### src/rtl/multicycle_controller_if.sv
// Shared memory port between the multicycle controller and the memory subsystem.
// The controller is the master; memory answers with mem_ack in the same cycle.
interface multicycle_controller_if;
  // mem_req is raised by the master and held until a cycle in which mem_ack is
  // high. That cycle completes the transfer. mem_we and mem_addr_sel are
  // meaningful only while mem_req is high.
  logic mem_req;
  logic mem_we;
  logic mem_addr_sel;
  logic mem_ack;

  modport master (output mem_req, output mem_we, output mem_addr_sel, input mem_ack);
  modport slave  (input mem_req, input mem_we, input mem_addr_sel, output mem_ack);
endinterface

### src/rtl/multicycle_controller.sv
// Multi-cycle control FSM for the 16-bit MiniMIPS core (FETCH/DECODE/EXEC/MEM/WB).
// Optional macro ILLEGAL_TRAP_EN: illegal op/func traps to FAULT instead of acting as a NOP.
module multicycle_controller #(
  parameter int unsigned MEM_TIMEOUT = 15
) (
  input  logic        clk,
  input  logic        reset,
  input  logic [15:0] instr,
  input  logic        alu_zero,
  multicycle_controller_if.master mem,
  output logic        ir_write,
  output logic        pc_write,
  output logic        pc_src,
  output logic        alu_src_b,
  output logic [2:0]  alu_op,
  output logic        imm_sign,
  output logic        reg_dst,
  output logic        reg_write,
  output logic        mem_to_reg,
  output logic        fault,
  output logic [2:0]  state_dbg
);

  localparam logic [2:0] START  = 3'd0;
  localparam logic [2:0] FETCH  = 3'd1;
  localparam logic [2:0] DECODE = 3'd2;
  localparam logic [2:0] EXEC   = 3'd3;
  localparam logic [2:0] MEM    = 3'd4;
  localparam logic [2:0] WB     = 3'd5;
  localparam logic [2:0] FAULT  = 3'd6;

  localparam logic [2:0] ALU_ADD = 3'b000;
  localparam logic [2:0] ALU_SUB = 3'b001;
  localparam logic [2:0] ALU_AND = 3'b010;
  localparam logic [2:0] ALU_OR  = 3'b011;
  localparam logic [2:0] ALU_SLT = 3'b100;

  localparam logic [7:0] TIMEOUT_CNT = 8'(MEM_TIMEOUT);

  logic [2:0] state, next_state;
  logic [3:0] op_q;
  logic [2:0] func_q;
  logic [7:0] wait_cnt;
  logic       illegal;
  logic       taken;
  logic       unused_instr;

  // Only op and func are consumed here; the register fields feed the datapath.
  assign unused_instr = ^instr[11:3];
  assign state_dbg    = state;

  always_comb begin
    next_state       = state;
    mem.mem_req      = 1'b0;
    mem.mem_we       = 1'b0;
    mem.mem_addr_sel = 1'b0;
    ir_write         = 1'b0;
    pc_write         = 1'b0;
    pc_src           = 1'b0;
    alu_src_b        = 1'b0;
    alu_op           = ALU_ADD;
    imm_sign         = 1'b0;
    reg_dst          = 1'b0;
    reg_write        = 1'b0;
    mem_to_reg       = 1'b0;
    fault            = 1'b0;
    illegal          = 1'b0;
    taken            = 1'b0;
    case (state)
      START: next_state = FETCH;
      FETCH: begin
        mem.mem_req = 1'b1;
        if (mem.mem_ack) begin
          ir_write   = 1'b1;
          pc_write   = 1'b1;
          next_state = DECODE;
        end else if (wait_cnt == TIMEOUT_CNT) begin
          next_state = FAULT;
        end
      end
      DECODE: next_state = EXEC;
      EXEC: begin
        case (op_q)
          4'd0: begin
            if (func_q <= 3'd4) begin
              alu_op     = func_q;
              next_state = WB;
            end else begin
              illegal = 1'b1;
            end
          end
          4'd1: begin alu_src_b = 1'b1; imm_sign = 1'b1; alu_op = ALU_ADD; next_state = WB; end
          4'd2: begin alu_src_b = 1'b1; alu_op = ALU_AND; next_state = WB; end
          4'd3: begin alu_src_b = 1'b1; alu_op = ALU_OR;  next_state = WB; end
          4'd4: begin alu_src_b = 1'b1; imm_sign = 1'b1; alu_op = ALU_SLT; next_state = WB; end
          4'd5, 4'd6: begin
            alu_src_b  = 1'b1;
            imm_sign   = 1'b1;
            alu_op     = ALU_ADD;
            next_state = MEM;
          end
          4'd7, 4'd8: begin
            alu_op     = ALU_SUB;
            imm_sign   = 1'b1;
            taken      = (op_q == 4'd7) ? alu_zero : !alu_zero;
            pc_write   = taken;
            pc_src     = taken;
            next_state = FETCH;
          end
          default: illegal = 1'b1;
        endcase
        // Illegal encodings leave every ALU/strobe output at its idle value.
        if (illegal) begin
`ifdef ILLEGAL_TRAP_EN
          next_state = FAULT;
`else
          next_state = FETCH;
`endif
        end
      end
      MEM: begin
        mem.mem_req      = 1'b1;
        mem.mem_addr_sel = 1'b1;
        mem.mem_we       = (op_q == 4'd6);
        if (mem.mem_ack) begin
          next_state = (op_q == 4'd6) ? FETCH : WB;
        end else if (wait_cnt == TIMEOUT_CNT) begin
          next_state = FAULT;
        end
      end
      WB: begin
        reg_write  = 1'b1;
        reg_dst    = (op_q == 4'd0);
        mem_to_reg = (op_q == 4'd5);
        next_state = FETCH;
      end
      FAULT: fault = 1'b1;
      default: next_state = START;
    endcase
  end

  always_ff @(posedge clk or posedge reset) begin
    if (reset) begin
      state    <= START;
      op_q     <= 4'd0;
      func_q   <= 3'd0;
      wait_cnt <= 8'd0;
    end else begin
      state <= next_state;
      if (state == DECODE) begin
        op_q   <= instr[15:12];
        func_q <= instr[2:0];
      end
      // The count restarts on every entry to a request state, so each request gets its own budget.
      if ((next_state != state) && ((next_state == FETCH) || (next_state == MEM))) begin
        wait_cnt <= 8'd0;
      end else if (((state == FETCH) || (state == MEM)) && !mem.mem_ack && (wait_cnt != 8'hFF)) begin
        wait_cnt <= wait_cnt + 8'd1;
      end
    end
  end

endmodule

### src/flat_wrapper.sv
// flat-port wrapper written by rule: the top's interface ports become plain ports
module multicycle_controller_flat 
#(
  parameter int unsigned MEM_TIMEOUT = 15
)
  (clk, reset, instr, alu_zero, ir_write, pc_write, pc_src, alu_src_b, alu_op, imm_sign, reg_dst, reg_write, mem_to_reg, fault, state_dbg, mem_mem_req, mem_mem_we, mem_mem_addr_sel, mem_mem_ack);
  multicycle_controller_if mem_i ();
  input  logic clk;
  input  logic reset;
  input  logic [15:0] instr;
  input  logic alu_zero;
  output logic ir_write;
  output logic pc_write;
  output logic pc_src;
  output logic alu_src_b;
  output logic [2:0] alu_op;
  output logic imm_sign;
  output logic reg_dst;
  output logic reg_write;
  output logic mem_to_reg;
  output logic fault;
  output logic [2:0] state_dbg;
  output wire logic [$bits(mem_i.mem_req)-1:0] mem_mem_req;
  output wire logic [$bits(mem_i.mem_we)-1:0] mem_mem_we;
  output wire logic [$bits(mem_i.mem_addr_sel)-1:0] mem_mem_addr_sel;
  input wire logic [$bits(mem_i.mem_ack)-1:0] mem_mem_ack;
  assign mem_mem_req = mem_i.mem_req;
  assign mem_mem_we = mem_i.mem_we;
  assign mem_mem_addr_sel = mem_i.mem_addr_sel;
  assign mem_i.mem_ack = mem_mem_ack;
  multicycle_controller #(.MEM_TIMEOUT(MEM_TIMEOUT)) u_core (.clk(clk), .reset(reset), .instr(instr), .alu_zero(alu_zero), .mem(mem_i), .ir_write(ir_write), .pc_write(pc_write), .pc_src(pc_src), .alu_src_b(alu_src_b), .alu_op(alu_op), .imm_sign(imm_sign), .reg_dst(reg_dst), .reg_write(reg_write), .mem_to_reg(mem_to_reg), .fault(fault), .state_dbg(state_dbg));
endmodule
### config.mk
export PLATFORM = sky130hd
export DESIGN_NAME = multicycle_controller_flat
export DESIGN_NICKNAME = d
export VERILOG_FILES = /design/src/rtl/multicycle_controller_if.sv /design/src/rtl/multicycle_controller.sv /design/src/flat_wrapper.sv
export SDC_FILE = /design/constraint.sdc
export NUM_CORES = 1
export LEC_CHECK = 0
export ABC_AREA = 1
export CAP_MARGIN = 20
export CORE_ASPECT_RATIO = 1.5
export CORE_MARGIN = 5
export CORE_UTILIZATION = 40
export CTS_CLUSTER_DIAMETER = 200
export CTS_CLUSTER_SIZE = 14
export DETAILED_ROUTE_END_ITERATION = 10
export PLACE_DENSITY = 0.73
export SKIP_CTS_REPAIR_TIMING = 1
export SLEW_MARGIN = 20
export SYNTH_ARGS = -nofsm -noshare
export SYNTH_HDL_FRONTEND = slang
export SYNTH_SLANG_ARGS = --single-unit
### constraint.sdc
create_clock -name clk -period 1.4 [get_ports clk]
set_input_delay 0.28 -clock clk [delete_from_list [all_inputs] [get_ports clk]]
set_output_delay 0.28 -clock clk [all_outputs]
set_load 0.005 [all_outputs]
# Yosys cells after proc, flatten, opt, wreduce, memory -nomap -nowiden
# Cells that the tools add are included.
# word_totals
mem_bits_rw	0
mem_count	0
reg_bits	18
latchBits	0
inputBits	20
romBits	0
# classes
div	0
add_sub_neg	1
n_mul	0
n_bitwise	0
mux	33
order_cmp	1
n_reduce_logical	18
shifts	0
n_eq_ne	19
# ops
op	n
$mux 3	8
$mux 1	18
$pmux 3 s6	1
$eq 4x3->1 const B	4
$mux 8	2
$pmux 3 s5	1
$eq 3x3->1 const B	4
$pmux 3 s4	1
$reduce_or 6->1	2
$add 8x1->8 const B	1
$eq 4x2->1 const B	2
$eq 8x4->1 const B	1
$ne 8x8->1 const B	1
$reduce_or 2->1	4
$reduce_or 8->1	1
$eq 3x1->1 const B	2
$eq 3x2->1 const B	2
$eq 4x1->1 const B	1
$eq 4x4->1 const B	1
$logic_not 4->1	1
$pmux 1 s2	2
$reduce_or 4->1	1
$le 3x3->1 const B	1
$logic_and 1x1->1	3
other kinds (5)	7

# Logic depth before layout (Yosys ltp)
# depth
word_depth	10
depth_mapped	11
mapped_depth_nobuf	11

# Least setup slack after synthesis
# OpenSTA, ideal clock, no wires.
# synth_path
path_kind	reg-to-output
startpoint	reg u_core.op_q[3]
endpoint	out pc_write
arrival_ns	1.260
setup_slack_ns	-0.140
t_required_ns	1.120
stages_incl_launch_ff	7
cell_sequence	dfrtp_1 -> inv_1 -> nand2_1 -> nor2_1 -> xor2_1 -> nor3_2 -> or2_2
# synth_between
elab_chain_len	4
elab_cells_between_ends	6
classes_between	2 x eq/ne; 3 x mux; 1 x reduce/logical
# synth_lines
element	line_no	text
start: declaration	multicycle_controller.sv:41	logic [3:0] op_q;
start signal: assignment	multicycle_controller.sv:151	op_q <= instr[15:12];
$eq 4x3->1 / $eq 4x4->1 (equally long branches)	n/a	
$mux 1 / $reduce_or 2->1 (equally long branches)	multicycle_controller.sv:105, multicycle_controller.sv:83	
$mux 1 *	multicycle_controller.sv:83	case (op_q)
$pmux 1 s2 *	multicycle_controller.sv:69	case (state)
end: declaration	flat_wrapper.sv:13	output logic pc_write;
# Mark *: on every way between the ends. The rest lies on a longest branch, timed or not.

# Worst setup path after layout
# Same ends and word-level chain as after synthesis.

==> results by group <==
Layout
  • Post-layout nets: 287
  • Fillers: 207
  • Fin cells: 304
  • Area of the multi-input gates: 894.6 µm²
  • # diodes: 0
  • Storage element area: 456.7 µm²
  • Layout overhead on the synthesized area: 87.74%
  • Finished Core Util: 79.42%
  • Layout cells sized above 1: 58.11%
  • Post-route design area: 0.002337 mm²

Floorplan
  • Starting Density: 42.30%
  • Num rows: 24
  • Core ar.: 0.002943 mm²
  • Die area: 0.004351 mm²
  • # IOs: 38
  • Die extent in x: 55.55 µm
  • Die span in y: 78.33 µm

STA
  • Fmax: 504.3 MHz
  • Tcrit/Tclk final: 141.6%
  • Hold Vio Cnt, Final: 0
  • Final-report max-slew violation count: 0
  • Hold Slack: 0.3223 ns
  • Setup ws final: -0.5828 ns
  • Clock skew: 0.006193 ns
  • RSZ-0062 raised after global routing: true
  • Worst slew pin tran: 0.2671 ns
  • Fin crit period: 1.983 ns
  • Final setup TNS: -7.804 ns
  • Final setup vio count: 25
  • Rel. slew slack: 82.07%

Worst setup path
  • Worst setup SP type: flip-flop
  • Crit path capture type: output port
  • Reg-to-reg critical path startpoint: u_core.op_q[0]
  • Setup crit start: u_core.op_q[3]
  • Crit path kind: reg -> out
  • Required @ worst endpoint: 1.12 ns
  • Critical Path AT: 1.70 ns
  • Crit-path max FO: 3

Drt
  • Routed Antenna Nets: 0
  • M1 wire length: 1731 µm
  • Uppermost layer routed: met4
  • WL final: 4555 µm
  • DRT iter0 DRCs: 40
  • Wire per inst: 14.98 µm
  • Total number of vias: 1501
  • Vias per cell: 4.938
  • DRT Pass-1 Iters: 4
  • WL met3: 87 µm
  • DR DRC count: 0
  • Met2 wire length: 2625 µm

Global routing
  • Total GRT Usage: 18.02%
  • Initial antenna violation count: 0
  • Largest net degree at the start of global routing: 19
  • First-pass GRT wire length: 6258 µm
  • Vias in the first global route: 1483
  • Gr ovfl total: 0

Placement
  • Dpl cell area: 0.001977 mm²
  • Port buffer count: 28
  • GPL Wtd Cong: 0.8793
  • Post-Place Cells: 289
  • Setup WS pre-CTS: -0.6374 ns
  • Hpwl dp: 3073 µm

Synth
  • Flops & latches, synth: 18
  • Top cells by area, synth: dfrtp_1 36%, nand2_1 8.1%, nor2_1 8.1%
  • Synth top cells by count: 27 x nand2_1, 27 x nor2_1, 21 x inv_1, 18 x dfrtp_1, 13 x a21oi_1
  • Syn_nets: 192
  • Syn_area_per_cell: 7.280 µm²
  • Synth unique cells: 29
  • Yosys synthesis warning count: 0
  • Number of synthesized flops with an enable pin: 0
  • Largest area contributor in the synthesized netlist: dfrtp_1
  • Synth Cell Area: 0.001245 mm²
  • Yosys top cell area share: 36.18%
  • Synthesized netlist cell count: 171
  • Main synth FF type: dfrtp_1
  • Post-synthesis sequential area ratio: 36.18%
  • Async S/R FF share, synth: 100.0%

CTS
  • TritonCTS clock tree: built
  • CTS max path bufs: 2
  • Inserted Clock Buffers: 3
  • # clock sinks: 18
  • Worst-skew pair later-pin latency: 0.27 ns
  • Worst-path clk slew: 0.07 ns
  • # H-tree levels: 1
  • CTS root buf: clkbuf_8

Job
  • Total of max-cap violations: 0

Pwr
  • Leak: 1.205 nW
  • Power Dens Cells: 2027 mW/mm²
  • Maximum vdd drop: 1.275 mV
  • Total design power: 4.737 mW

Min path
  • Hold Path Class: in -> async

Status
  • Status: finished with violations
  • Failing checks: setup timing
==> critical path, cell delays in order, from the launching register on <==
cell and delay, ns:
dfrtp_2 0.44, inv_2 0.09, nand2_4 0.06, nor2_4 0.12
xor2_1 0.19, nor3_2 0.07, buf_4 0.14, or2_4 0.23
clkbuf_2 0.11
==> layout by cell type, fill, tap and decap left out, types with 2 or more instances in the layout <==
| cell type | count |
|---|---|
| buf_4 | 49 |
| mux2_2 | 2 |
| nand2_1 | 20 |
| xor2_1 | 8 |
| nand3_2 | 6 |
| nand2_4 | 4 |
| o21ai_1 | 2 |
| nor2_1 | 16 |
| a21oi_1 | 5 |
| nand3_4 | 3 |
| a21oi_2 | 8 |
| nor2_2 | 5 |
| buf_2 | 4 |
| nand3_1 | 5 |
| dfrtp_1 | 13 |
| a31oi_1 | 3 |
| inv_4 | 4 |
| nor3_1 | 2 |
| nor2_4 | 8 |
| buf_6 | 16 |
| inv_2 | 10 |
| nand2_2 | 11 |
| o21ai_0 | 3 |
| clkbuf_2 | 8 |
| nor3_2 | 3 |
| clkdlybuf4s50_1 | 10 |
| inv_1 | 13 |
| dfrtp_2 | 5 |
| dlymetal6s2s_1 | 5 |
| clkbuf_8 | 4 |
==> path summary, 6_finish.rpt <==
check / to / slack [ns] / cells after the start
max: pc_write / -0.58 / 8
min: u_core.func_q[0] / 0.32 / 3
max reg2reg: u_core.wait_cnt[1] / -0.37 / 13
min reg2reg: u_core.func_q[1] / 0.62 / 2
max in group asynchronous: u_core.op_q[1] / 0.86 / 3
min in group clk: u_core.op_q[3] / 0.59 / 3
==> area by class of cell <==
type                    instances  area share, %
multi-input cells             124          38.28
clock buffers                   4          2.355
inverters                      27          4.764
repair buffers                 92          32.98
flip-flops and latches         18          19.54
well taps                      39          2.088
==> sequential cells by signal (all words and copies together) (netlist names) <==
name / count
u_core.state_dbg: 3
u_core.func_q: 3
u_core.wait_cnt: 8
u_core.op_q: 4
==> metal layers <==
layer | up-vias | track usage, %
met2 | 27 | 36.26
met3 | 9 | 1.970
li1 | 741 | -
met1 | 724 | 17.53
met5 | - | 0
met4 | 0 | 9.246
==> power by group <==
| part | internal [mW] | total [mW] | switching, mW | leakage (nW) |
|---|---|---|---|---|
| clock network | 0.251 | 0.439 | 0.188 | 0.0288 |
| logic | 1.62 | 3.45 | 1.83 | 0.955 |
| registers | 0.698 | 0.851 | 0.153 | 0.222 |
==> cells by family after synthesis <==
group / synth area share, %
and+or+nand+nor: 34.17
buffers and inverters: 9.045
AOI/OAI and AO/OA: 12.16
DFF: 36.18
xor gates and xnor gates: 5.628
muxes: 1.809
adders and majority gates: 1.005
No activity file was read; power rests on OpenSTA's default activity.
